### src/rtl/reg_file_wb.sv
// RV32I architectural register file: one writeback port, two combinational
// read ports with optional same-cycle forwarding, and a pending-write scoreboard.
module reg_file_wb #(
  parameter int DATA_W = 32,
  parameter int ADDR_W = 5,
  parameter bit BYPASS = 1'b1
) (
  input  logic                  i_Clk,
  input  logic                  i_Rst,
  input  logic [ADDR_W-1:0]     i_RdAddrA,
  input  logic [ADDR_W-1:0]     i_RdAddrB,
  output logic [DATA_W-1:0]     o_RdDataA,
  output logic [DATA_W-1:0]     o_RdDataB,
  input  logic                  i_WrEn,
  input  logic [ADDR_W-1:0]     i_WrAddr,
  input  logic [DATA_W-1:0]     i_WrData,
  input  logic                  i_IssueEn,
  input  logic [ADDR_W-1:0]     i_IssueAddr,
  output logic                  o_BusyA,
  output logic                  o_BusyB,
  output logic [2**ADDR_W-1:0]  o_BusyVec
);

  localparam int NREG = 2**ADDR_W;

  logic [DATA_W-1:0] regs_q [NREG];
  logic [DATA_W-1:0] regs_d [NREG];
  logic [NREG-1:0]   busy_q;
  logic [NREG-1:0]   busy_d;
  logic              wr_hit_s;
  logic              iss_hit_s;

  logic [ADDR_W-1:0] rd_addr_s [2];
  logic [DATA_W-1:0] rd_data_s [2];
  logic              rd_busy_s [2];

  assign wr_hit_s  = i_WrEn    && (i_WrAddr    != {ADDR_W{1'b0}});
  assign iss_hit_s = i_IssueEn && (i_IssueAddr != {ADDR_W{1'b0}});

  // Register next state: commit the writeback, x0 is never written.
  always_comb begin
    regs_d = regs_q;
    if (wr_hit_s) begin
      regs_d[i_WrAddr] = i_WrData;
    end else begin
      regs_d = regs_q;
    end
  end

  // Scoreboard next state: a new issue outranks the retiring writeback.
  always_comb begin
    busy_d = busy_q;
    for (int n = 0; n < NREG; n++) begin
      if (n == 0) begin
        busy_d[n] = 1'b0;
      end else if (iss_hit_s && (i_IssueAddr == ADDR_W'(n))) begin
        busy_d[n] = 1'b1;
      end else if (wr_hit_s && (i_WrAddr == ADDR_W'(n))) begin
        busy_d[n] = 1'b0;
      end else begin
        busy_d[n] = busy_q[n];
      end
    end
  end

  // State registers with asynchronous clear.
  always_ff @(posedge i_Clk or posedge i_Rst) begin
    if (i_Rst) begin
      for (int n = 0; n < NREG; n++) begin
        regs_q[n] <= {DATA_W{1'b0}};
      end
      busy_q <= {NREG{1'b0}};
    end else begin
      regs_q <= regs_d;
      busy_q <= busy_d;
    end
  end

  assign rd_addr_s[0] = i_RdAddrA;
  assign rd_addr_s[1] = i_RdAddrB;

  // Read ports; reset gating keeps a forwarded write from leaking out while held in reset.
  always_comb begin
    for (int p = 0; p < 2; p++) begin
      rd_data_s[p] = {DATA_W{1'b0}};
      rd_busy_s[p] = 1'b0;
      if (i_Rst || (rd_addr_s[p] == {ADDR_W{1'b0}})) begin
        rd_data_s[p] = {DATA_W{1'b0}};
        rd_busy_s[p] = 1'b0;
      end else if (BYPASS && wr_hit_s && (i_WrAddr == rd_addr_s[p])) begin
        rd_data_s[p] = i_WrData;
        if (iss_hit_s && (i_IssueAddr == rd_addr_s[p])) begin
          rd_busy_s[p] = busy_q[rd_addr_s[p]];
        end else begin
          rd_busy_s[p] = 1'b0;
        end
      end else begin
        rd_data_s[p] = regs_q[rd_addr_s[p]];
        rd_busy_s[p] = busy_q[rd_addr_s[p]];
      end
    end
  end

  assign o_RdDataA = rd_data_s[0];
  assign o_RdDataB = rd_data_s[1];
  assign o_BusyA   = rd_busy_s[0];
  assign o_BusyB   = rd_busy_s[1];
  assign o_BusyVec = busy_q;

endmodule

### config.mk
export PLATFORM = sky130hd
export DESIGN_NAME = reg_file_wb
export DESIGN_NICKNAME = d
export VERILOG_FILES = /design/src/rtl/reg_file_wb.sv
export SDC_FILE = /design/constraint.sdc
export NUM_CORES = 2
export LEC_CHECK = 0
export CAP_MARGIN = 20
export CORE_MARGIN = 8
export CORE_UTILIZATION = 26
export CTS_CLUSTER_SIZE = 30
export DETAILED_ROUTE_END_ITERATION = 8
export GPL_TIMING_DRIVEN = 0
export HOLD_SLACK_MARGIN = 0.05
export PLACE_DENSITY = 0.46
export SLEW_MARGIN = 15
export SYNTH_ARGS = -nofsm -noshare
export SYNTH_HDL_FRONTEND = slang
export SYNTH_SLANG_ARGS = --single-unit
### constraint.sdc
create_clock -name i_Clk -period 85.1 [get_ports i_Clk]
set_input_delay 8.51 -clock i_Clk [delete_from_list [all_inputs] [get_ports i_Clk]]
set_output_delay 8.51 -clock i_Clk [all_outputs]
set_load 0.02 [all_outputs]
==> impl_metrics.env <==
export IMPL_outcome="complete, no violations"
export IMPL_achievable_frequency_mhz=46.0
export IMPL_drt_pass1_iter_count=5
export IMPL_grt_usage=0.236
export IMPL_vdd_drop_max_mv=0.0201
export IMPL_ctsHoldBuffers=0
export IMPL_num_nets_final=4061
export IMPL_grt_pass1_vias=40500
export IMPL_synth_adder_area_share=0
export IMPL_start_util=0.261
export IMPL_dpl_hpwl_um=186000
export IMPL_proportion_of_synthesized_area_in_mux_cells=0.418
export IMPL_design_portCount=154
export IMPL_area_growth_pct=17.8
export IMPL_ys_async_sr_fraction=1.00
export IMPL_timing_worst_slew_pin_value_ps=1240
export IMPL_fillerInstances=21300
export IMPL_worst_case_headroom_to_the_max_slew_limit=0.171
export IMPL_yosysUniqueCellTypes=52
export IMPL_tritoncts="done"
export IMPL_startpoint_type_of_the_worst_setup_path="input port"
export IMPL_maximum_capacitance_violations=0
export IMPL_r2r_slack_ps=84280
export IMPL_routability_congestion_estimate_from_global_placement=0.888
export IMPL_fin_area_um2=66100
export IMPL_synth_xor_xnor_area_share=0.00312
export IMPL_finClkSkew_ps=0
export IMPL_p_per_area_nw_per_um2=23.9
export IMPL_drt_total_wl_um=279000
export IMPL_reg2reg_depth=1
export IMPL_drive_above_1_share=0.495
export IMPL_synthesis_instances=3699
export IMPL_initial_antenna_violation_count=24
export IMPL_wl_per_cell_um=40.1
export IMPL_regToRegStartpoint="regs_q[377]"
export IMPL_pre_cts_ws_ps=63250
export IMPL_syn_avg_cell_area_um2=15.2
export IMPL_leakagePower_nw=27.5
export IMPL_setup_tns_final_ps=0
export IMPL_min_delay_path_class="reg2reg"
export IMPL_synth_seq_area_share=0.470
export IMPL_finalWorstPathRequiredPeriod_ps=21720
export IMPL_clk_latency_ps=780
export IMPL_tritoncts_num_sinks=1055
export IMPL_dpl_instance_area_um2=61900
export IMPL_setup_fix_bufs_post_cts=0
export IMPL_first_pass_grt_wire_length_um=371000
export IMPL_combinational_family_with_the_most_area_after_synthesis="multiplexers"
export IMPL_drt_vias_per_instance=5.80
export IMPL_critPathCaptureType="output pin"
export IMPL_rows=170
export IMPL_drc=0
export IMPL_utilization=0.308
export IMPL_crit_path_arrival_time_ps=13210
export IMPL_synth_area_leader_cell="dfrtp_1"
export IMPL_htree_levels=4
export IMPL_synthesis_nets=3755
export IMPL_cts_resized=0
export IMPL_min_path_cells=1
export IMPL_cts_inserted_buffers=130
export IMPL_coreArea_um2=215000
export IMPL_post_synth_instance_area_um2=56100
export IMPL_holdWs_ps=478
export IMPL_die_height_um=481
export IMPL_ant_nets=0
export IMPL_violation_count_after_the_first_detailed_routing_iteration=4985
export IMPL_final_period_utilization=0.255
export IMPL_worst_flop_to_flop_path_endpoint="regs_q[377]"
export IMPL_synthFlopType="dfrtp_1"
export IMPL_synth_enable_flop_cells=0
export IMPL_die_area_um2=231000
export IMPL_synth_compound_area_share=0.0522
export IMPL_clock_tree_buffer_depth=3
export IMPL_port_buffers=136
export IMPL_required_ps=76590
export IMPL_finalSetupViolCount=0
export IMPL_timing_critical_path_fanout_max=99
export IMPL_dr_total_vias=40300
export IMPL_criticalPathCategory="in2out"
export IMPL_clk_root_buffer_cell="clkbuf_16"
export IMPL_min_from="regs_q[999]"
export IMPL_post_synth_main_area_contributors="dfrtp_1 (47%), mux4_2 (21%), mux2_2 (20%), a22oi_1 (1.6%), buf_2 (1.6%)"
export IMPL_yosys_warnings=0
export IMPL_number_of_flip_flops_and_latches_in_the_synthesized_netlist=1055
export IMPL_gr_total_overflow=0
export IMPL_timing_final_hold_violations=0
export IMPL_synth_top_area_frac=0.470
export IMPL_horizontal_die_dimension_um=481
export IMPL_rsz_0062_raised_after_global_routing="false"
export IMPL_whs_endpoint="regs_q[999]"
export IMPL_clkTransAtPathRegs_ps=50
export IMPL_count_of_pins_over_their_slew_limit=0
export IMPL_pin_count_of_the_biggest_net_entering_global_routing=105
export IMPL_synth_simple_area_share=0.0194
export IMPL_setup_ws_ps=63380
## where the power goes
part	internal, mW	switching [mW]	leakage (nW)	total [mW]
logic	0.190	0.158	12.0	0.348
clock network	0.322	0.241	2.05	0.564
registers	0.598	0.0722	13.5	0.670
total	1.11	0.472	27.5	1.58
## cells by family after synthesis
family,count (synthesis)
buffers and inverters,454
muxes,1559
DFF,1055
and+or+nand+nor,209
xor gates and xnor gates,20
other,1
AOI/OAI and AO/OA,401
## cell usage after synthesis (32+ instances only)
master and number:
dfrtp_1 1055, a22oi_1 121, nor2b_1 38, nor3_1 35, mux4_2 527, nand2_1 53
a21oi_1 32, o22ai_1 66, mux2_2 994, a22o_1 42, buf_2 180, clkbuf_1 213
mux2i_1 38
## cells in the final DEF (no fill, tap or decap), types with 12 or more instances in the layout
cell / netlist / final
nor2_1: 25 / 23
nor2b_1: 38 / 38
mux4_2: 527 / 527
buf_4: 12 / 12
a221o_1: 22 / 22
xor2_1: 16 / 16
buf_2: 180 / 195
clkbuf_8: 0 / 28
inv_1: 13 / 12
clkbuf_1: 213 / 206
nand3_1: 15 / 15
o21ai_0: 28 / 28
mux2i_1: 38 / 38
mux2_2: 994 / 994
clkdlybuf4s50_1: 0 / 136
buf_16: 0 / 18
buf_6: 14 / 24
a21boi_0: 26 / 26
a21oi_1: 32 / 32
dfrtp_1: 1055 / 1055
a22o_1: 42 / 42
clkbuf_2: 0 / 47
clkinv_2: 0 / 14
a22oi_1: 121 / 121
nand2_1: 53 / 53
a211oi_1: 31 / 31
clkbuf_16: 0 / 133
o22ai_1: 66 / 66
nor3_1: 35 / 35
## worst max path at each step
stage | to | from | cells after the start
3_3_place_gp | o_RdDataA[8] | i_Rst | 7
2_1_floorplan | o_RdDataA[0] | i_Rst | 6
5_1_grt | o_RdDataA[8] | i_Rst | 9
4_1_cts | o_RdDataA[8] | i_Rst | 9
6_report | o_RdDataA[8] | i_Rst | 9
3_5_place_dp | o_RdDataA[8] | i_Rst | 9
## through the flow
| stage | power [mW] | cells |
|---|---|---|
| finish | 1.58 | 6948 |
| detailed placement | 1.02 | 6711 |
| CTS | 1.58 | 6943 |
| global placement | 1.01 | 6673 |
| floorplan | 0.893 | 3699 |
| global route | 1.64 | 6944 |
## state kept, by name, indices dropped and copies added, names as in the netlist
signal / flops
o_BusyVec: 31
regs_q: 1024
## critical path, cell delays in order
cell             delay, ps
clkdlybuf4s50_1        600
inv_8                  500
buf_16                 460
buf_16                 380
o21ai_1                300
nor2_1                 420
buf_2                  690
a22o_1                 540
clkdlybuf4s50_1        700
## layer usage
layer,vias to the layer above,global-route usage,share of wire
met5,-,0,0.00017
met4,8,0.122,0.063
met3,679,0.0691,0.095
met2,2306,0.358,0.44
met1,22300,0.306,0.40
li1,15100,-,-
## layout make-up
cell class                 instances  area (um2)  share of cell area
antenna                            5        12.5            0.000189
buffer                           441        2110              0.0319
clock buffer                     201        3860              0.0584
clock inverter                    31         322             0.00486
inverter                          13        56.3            0.000851
multi-input combinational       2190       27700               0.419
sequential                      1055       26400               0.399
tap                             2838        3550              0.0537
timing repair buffer             174        2140              0.0324
(Power assumes the default switching activity.)
